[src/rtl/spi_reg_bank.sv]
// spi_reg_bank: SPI mode-0 slave; a control byte selects a channel, then DW-bit words are read from rd_data or written to wr_data
module spi_reg_bank #(
    parameter int         N_CH = 4,
    parameter int         DW   = 32,
    parameter logic [7:0] ID   = 8'hA5
) (
    input  logic               clk,
    input  logic               rst,
    input  logic               sck,
    input  logic               ncs,
    input  logic               mosi,
    output logic               miso,
    input  logic [N_CH*DW-1:0] rd_data,
    output logic [N_CH*DW-1:0] wr_data,
    output logic [N_CH-1:0]    wr_strobe,
    output logic [7:0]         ctrl_q,
    output logic               busy
);
    typedef enum logic [1:0] {IDLE, CTRL, DATA} state_t;
    state_t                  state_q, state_d;
    logic [1:0]              arst_q;
    logic                    arst;
    logic [2:0]              sck_q, ncs_q;
    logic [1:0]              mosi_q;
    logic                    sck_rise, sck_fall, ncs_rise, ncs_fall;
    logic [5:0]              cnt_q, cnt_d, ch_q, ch_d, ch_nx;
    logic [DW-1:0]           word_q, word_d, tx_q, tx_d;
    logic [7:0]              ctrl_d;
    logic [N_CH-1:0][DW-1:0] wr_q, wr_d;
    logic [N_CH-1:0]         stb_d;
    logic [63:0][DW-1:0]     rd_w;
    always_ff @(posedge clk or posedge rst) begin
        if (rst) arst_q <= 2'b11;
        else     arst_q <= {arst_q[0], 1'b0};
    end
    assign arst = arst_q[1];
    // Synchronisers carry no reset so a chip select held low across reset does not fake a fresh fall
    always_ff @(posedge clk) begin
        sck_q  <= {sck_q[1:0], sck};
        ncs_q  <= {ncs_q[1:0], ncs};
        mosi_q <= {mosi_q[0], mosi};
    end
    assign sck_rise = sck_q[1] & ~sck_q[2];
    assign sck_fall = ~sck_q[1] & sck_q[2];
    assign ncs_rise = ncs_q[1] & ~ncs_q[2];
    assign ncs_fall = ~ncs_q[1] & ncs_q[2];
    // Channels beyond N_CH read as zero through the zero-extended view
    assign rd_w = (64*DW)'(rd_data);
    assign ch_nx = ctrl_q[6] ? ((7'(ch_q) + 7'd1 == 7'(N_CH)) ? 6'd0 : ch_q + 6'd1) : ch_q;
    always_comb begin
        state_d = state_q;
        cnt_d   = cnt_q;
        ch_d    = ch_q;
        word_d  = word_q;
        tx_d    = tx_q;
        ctrl_d  = ctrl_q;
        wr_d    = wr_q;
        stb_d   = '0;
        if (state_q == IDLE) begin
            if (ncs_fall) begin
                state_d = CTRL;
                cnt_d   = '0;
                tx_d    = DW'(ID) << (DW - 8);
            end
        end else begin
            if (sck_rise) begin
                word_d = {word_q[DW-2:0], mosi_q[1]};
                cnt_d  = cnt_q + 6'd1;
                if (state_q == CTRL && cnt_q == 6'd7) begin
                    state_d = DATA;
                    cnt_d   = '0;
                    ctrl_d  = word_d[7:0];
                    ch_d    = word_d[5:0];
                    tx_d    = word_d[7] ? '0 : rd_w[word_d[5:0]];
                end else if (state_q == DATA && cnt_q == 6'(DW - 1)) begin
                    cnt_d = '0;
                    ch_d  = ch_nx;
                    tx_d  = ctrl_q[7] ? '0 : rd_w[ch_nx];
                    for (int k = 0; k < N_CH; k++)
                        if (ctrl_q[7] && ch_q == 6'(k)) begin
                            wr_d[k]  = word_d;
                            stb_d[k] = 1'b1;
                        end
                end
            // The fall right after a word load keeps the freshly loaded MSB on miso
            end else if (sck_fall && (state_q == CTRL || cnt_q != '0)) begin
                tx_d = tx_q << 1;
            end
            if (ncs_rise) state_d = IDLE;
        end
    end
    always_ff @(posedge clk or posedge arst) begin
        if (arst) begin
            state_q   <= IDLE;
            cnt_q     <= '0;
            ch_q      <= '0;
            word_q    <= '0;
            tx_q      <= '0;
            ctrl_q    <= '0;
            wr_q      <= '0;
            wr_strobe <= '0;
        end else begin
            state_q   <= state_d;
            cnt_q     <= cnt_d;
            ch_q      <= ch_d;
            word_q    <= word_d;
            tx_q      <= tx_d;
            ctrl_q    <= ctrl_d;
            wr_q      <= wr_d;
            wr_strobe <= stb_d;
        end
    end
    assign wr_data = wr_q;
    assign busy    = state_q != IDLE;
    assign miso    = (state_q != IDLE) && tx_q[DW-1];
endmodule

[config.mk]
export PLATFORM = sky130hd
export DESIGN_NAME = spi_reg_bank
export DESIGN_NICKNAME = d
export VERILOG_FILES = /design/src/rtl/spi_reg_bank.sv
export SDC_FILE = /design/constraint.sdc
export NUM_CORES = 1
export LEC_CHECK = 0
export ABC_AREA = 1
export BUFFER_PORTS_ARGS = -buffer_cell sky130_fd_sc_hd__buf_2
export CORE_ASPECT_RATIO = 2
export CORE_MARGIN = 8
export CORE_UTILIZATION = 30
export CTS_CLUSTER_SIZE = 14
export DETAILED_ROUTE_END_ITERATION = 10
export PLACE_DENSITY = 0.54
export SKIP_CTS_REPAIR_TIMING = 1
export SYNTH_ARGS = -nofsm -noshare
export SYNTH_HDL_FRONTEND = slang
export SYNTH_SLANG_ARGS = --single-unit
[constraint.sdc]
create_clock -name clk -period 17.2 [get_ports clk]
set_input_delay 4.3 -clock clk [delete_from_list [all_inputs] [get_ports clk]]
set_output_delay 4.3 -clock clk [all_outputs]
set_load 0.05 [all_outputs]
==> results.yml, run 1 <==
routing:
  wl_per_cell_um: 16.6
  vias_per_cell: 4.73
  drtPass1Iterations: 6
  drt_iter0_drc: 624
  wl_um: 40900
  ant_nets: 0
  via_count: 11600
  drc: 0
layout:
  final_cell_mix: "nand2_1, buf_2, inv_1"
  final_nets: 2048
  fill_cells: 4394
  layout-drive-gt1-share_pct: 19.6
  syn_to_final_growth_pct: 18.6
  layout.cells.non_filler: 2460
  fin_area_um2: 14600
  final_common_cell: "nand2_1"
die:
  die_h_um: 303
  die_w_um: 159
  ios: 275
  die-area_um2: 48300
  fp-row-count: 105
  core_area_um2: 40900
  initial_utilization_pct: 30.2
worst_setup_path:
  reg2reg_slack_ps: 13750
  slowest_stage: "dfrtp_1"
  worst_setup_path_start_kind: "register"
  crit_arrival_ps: 1500
  r2r_cells: 13
  crit_fanout: 5
  slowest_delay_ps: 430
  timing.rr.start: "cnt_q[0]"
  path_cells: "nor2_2, nor2_1, buf_2"
  crit_family: "flip-flops"
  path_class: "register to output port"
  worstPathRequired_ps: 12900
  r2r_end: "tx_q[23]"
  crit_buf_inv: 1
  cp-end-kind: "output port"
global_route:
  grt_pass1_vias: 11900
  track_usage_pct: 16.8
  antenna_found_initial: 2
  grt_overflow: 0
  grt_max_degree: 110
  grt_pass1_wl_um: 66000
clocking:
  clock-sinks: 227
  clock_latency_ps: 530
  clk_pin_slew_ps: 70
  ctsLongestPathBuffers: 3
  tritoncts.num_buffers: 22
  cts_tree: "built"
  root_buffer: "clkbuf_16"
  cts-htree-levels: 1
yosys:
  synth_top_area_cell: "dfrtp_1"
  synth_edf_count: 0
  synth-seq-area-share_pct: 45.7
  synth_top_area_share_pct: 44.0
  synth_seq_cells: 227
  syn_area_um2: 12300
  synth-async-reset-ratio_pct: 96.5
  synthFlopType: "dfrtp_1"
  syn_avg_cell_area_um2: 7.25
  syn_nets: 1840
  synthCells: 1701
  synth_cell_types: 37
  yosysWarnings: 0
  synth_area_leaders: "dfrtp_1, nand2_1, inv_1, o21ai_0, a21oi_1"
power_and_ir_drop:
  power.density_nw_per_um2: 104
  p_comb_share_pct: 26.6
  p_sw_mw: 0.526
  internal_power_mw: 0.997
  clkPwrFrac_pct: 32.6
  power_mw: 1.52
  worst_ir_drop_vdd_v: 0.0000671
  switching_share_pct: 34.5
  p_seq_share_pct: 40.7
  power_leakage_nw: 8.03
placed_design:
  place_ws_ps: 11840
  hpwl_um: 28800
  post-place-cells: 2420
  place_area_um2: 13900
  gp_congestion: 0.806
  port_buffers: 274
sta:
  grt_setup_unrepaired: "false"
  finalSetupViolCount: 0
  fin_ws_ps: 11400
  fmax_ghz: 0.173
  slew-limit-headroom_pct: 23.5
  max_slew.worst_pin.slew_ps: 1140
  skew_ps: 25.6
  fin_crit_sh_pct: 33.7
  tns_ps: 0
  hold_viol: 0
  drv_slew: 0
  timing.final.crit_period_ps: 5800
flow_run:
  maxCapViolations: 0
worst_hold_path:
  worst_hold_path.endpoint: "ncs_q[1]"
  hold_class: "register to register"
  worstHoldStart: "ncs_q[0]"
  hold_depth: 0
status:
  outcome: "completed"
[logic make-up (layout without fill, tap and decap cells)]
logic type	count (synthesis)	after routing	share of synthesized area, %
AO/OA/AOI/OAI	363	363	15.7
buffers and inverters	339	562	12.3
AND/OR/NAND/NOR	759	759	25.1
XOR/XNOR	6	6	0.426
adder cells (fa/ha/maj)	6	6	0.608
other	1	2	0.0304
flip-flops	227	227	45.7
[how the worst max path moves through the flow]
| stage | start | endpoint | slack, ps | cells past startpoint |
|---|---|---|---|---|
| 3_3_place_gp | rd_data[121] | tx_q[25] | 11880 | 11 |
| 6_report | state_q[1] | miso | 11400 | 3 |
| 3_5_place_dp | rd_data[63] | tx_q[31] | 11840 | 7 |
| 2_1_floorplan | arst_q[1] | ch_q[0] | 10940 | 1 |
| 4_1_cts | state_q[1] | miso | 11320 | 3 |
| 5_1_grt | state_q[1] | miso | 11290 | 3 |
[power groups by stage]
| stage | Sequential [mW] | Clock, mW | Combinational [mW] |
|---|---|---|---|
| 5_1_grt | 0.628 | 0.535 | 0.471 |
| 4_1_cts | 0.621 | 0.517 | 0.416 |
| 3_3_place_gp | 0.629 | 0 | 0.407 |
| 6_report | 0.621 | 0.497 | 0.406 |
| 3_5_place_dp | 0.630 | 0 | 0.415 |
| 2_1_floorplan | 0.621 | 0 | 0.310 |
[state kept, by name (all words and copies together) (netlist names)]
| signal | count |
|---|---|
| tx_q | 32 |
| sck_q | 3 |
| word_q | 31 |
| arst_q | 2 |
| cnt_q | 6 |
| wr_strobe | 4 |
| ctrl_q | 8 |
| wr_data | 128 |
| ncs_q | 3 |
| ch_q | 6 |
| state_q | 2 |
| mosi_q | 2 |
[area by class of cell]
type / instances / area, µm² / share of cell area [%]
Sequential cell: 227 / 5650 / 38.6
Multi-Input combinational cell: 1135 / 5210 / 35.6
Timing Repair Buffer: 291 / 1500 / 10.2
Inverter: 232 / 880 / 6.01
Tap cell: 535 / 669 / 4.58
Clock buffer: 31 / 614 / 4.20
Clock inverter: 8 / 106 / 0.727
Antenna cell: 1 / 2.50 / 0.0171
[cell usage after synthesis, types with 14 or more instances]
master	count
nand2_1	519
inv_1	227
dfrtp_1	217
o21ai_0	149
nor2_1	119
a21oi_1	91
o21ai_1	81
nand3_1	69
buf_2	44
nand4_1	32
clkbuf_1	30
buf_6	22
o21ai_2	21
o22ai_1	14
[layer usage]
metal | share of wire (%) | up-vias | global-route usage, %
li1 | - | 5763 | -
met1 | 39 | 5400 | 18.3
met2 | 52 | 385 | 31.4
met3 | 5.4 | 76 | 3.16
met4 | 3.6 | 2 | 7.08
met5 | 0.029 | - | 0
[through the flow]
step,hold WS (ps),utilization [%]
finish,320,35.8
global route,334,35.8
CTS,325,35.8
detailed placement,314,34.0
global placement,315,34.0
floorplan,310,-
Power figures use the tool's default switching activity.
==> inputs of run 2 (changes only) <==
Clock period 17.2 ns to 5.8 ns, I/O delays scaled along.
==> results.yml, run 2 (synthesis results as in run 1) <==
clocking:
  clock_latency_ps: 530
  cts_tree: "built"
  root_buffer: "clkbuf_16"
  clk_pin_slew_ps: 70
  tritoncts.num_buffers: 22
  ctsLongestPathBuffers: 3
  clock-sinks: 227
  cts-htree-levels: 1
global_route:
  grt_overflow: 0
  track_usage_pct: 16.3
  grt_max_degree: 173
  grt_pass1_wl_um: 63800
  grt_pass1_vias: 11500
  antenna_found_initial: 3
routing:
  drc: 0
  vias_per_cell: 4.71
  wl_um: 39900
  drt_iter0_drc: 611
  wl_per_cell_um: 16.2
  ant_nets: 0
  drtPass1Iterations: 6
  via_count: 11600
worst_setup_path:
  slowest_stage: "nand2_2"
  crit_family: "simple AND/OR/NAND/NOR gates"
  crit_arrival_ps: 3660
  crit_fanout: 70
  cp-end-kind: "register"
  crit_buf_inv: 4
  slowest_delay_ps: 580
  path_class: "register to register"
  path_cells: "inv_1, nor2_1, nand2_4, inv_2, nand2_4, inv_2, nand2_2, nand2_2, clkinv_2, nor2_1, a21oi_1"
  worstPathRequired_ps: 6190
  worst_setup_path_start_kind: "register"
sta:
  max_slew.worst_pin.slew_ps: 1150
  tns_ps: 0
  skew_ps: 28.1
  drv_slew: 0
  fmax_ghz: 0.305
  whs_ps: 329
  finalSetupViolCount: 0
  grt_setup_unrepaired: "false"
  slew-limit-headroom_pct: 23.3
  timing.final.crit_period_ps: 3280
  hold_viol: 0
  fin_crit_sh_pct: 56.5
layout:
  syn_to_final_growth_pct: 18.4
  final_cell_mix: "nand2_1, buf_2, inv_1"
  final_nets: 2044
  layout.cells.non_filler: 2454
  layout-drive-gt1-share_pct: 19.5
  largest_register_ffs: 128
  final_common_cell: "nand2_1"
  fin_util_pct: 35.8
status:
  outcome: "completed"
die:
  core_area_um2: 40900
  ios: 275
  initial_utilization_pct: 30.2
  die_w_um: 159
  die_h_um: 303
  fp-row-count: 105
  die-area_um2: 48300
power_and_ir_drop:
  power.density_nw_per_um2: 307
  power_mw: 4.49
  power_leakage_nw: 8.01
  worst_ir_drop_vdd_v: 0.000156
flow_run:
  maxCapViolations: 0
placed_design:
  hpwl_um: 29000
  post-place-cells: 2416
  port_buffers: 274
  gp_congestion: 0.815
worst_hold_path:
  hold_class: "register to register"
==> run 2: power by group <==
part	switching, mW	internal, mW	leakage, nW	total, mW
clock	0.628	0.825	0.344	1.45
combinational	0.816	0.378	4.62	1.19
sequential	0.0969	1.75	3.04	1.84
==> run 2: through the flow <==
step	setup WS (ps)	area, µm²
final	2520	14600
after global routing	2180	14600
after CTS	2460	14600
after detailed placement	2500	13900
after global placement	2560	13900
after floorplan	2600	12300
==> run 2: worst register-to-register path: cells and delay by family (launching register included) <==
family / cells / cell delay (ps)
compound gates: 1 / 60
flops: 1 / 340
buf+inv: 4 / 980
simple gates: 6 / 1770
==> run 2: layout make-up <==
class	instances	area (µm²)
repair buffers	287	1480
inverters	232	876
well taps	535	669
fillers	4440	26200
clock buffers	28	603
flip-flops and latches	227	5650
multi-input cells	1135	5220
diodes	2	5.00
clock inverters	8	110
==> run 2: path summary, 6_finish.rpt <==
path                       startpoint           to  slack [ps]  cells past startpoint
setup / recovery             sck_q[1]     tx_q[25]        2520                     11
hold / removal              mosi_q[0]    mosi_q[1]         330                      0
setup reg to reg             sck_q[1]     tx_q[25]        2520                     11
hold reg to reg             mosi_q[0]    mosi_q[1]         330                      0
max in group asynchronous   arst_q[1]      tx_q[5]        4130                      2
min in group asynchronous   arst_q[1]  wr_data[75]         350                      1
==> run 2: routing by layer <==
layer	GRT usage, %	part of all wire [%]	vias to the layer above
met3	2.84	5.4	82
li1	-	-	5763
met4	6.20	3.3	4
met5	0	0.068	-
met2	31.2	53	384
met1	17.5	38	5319
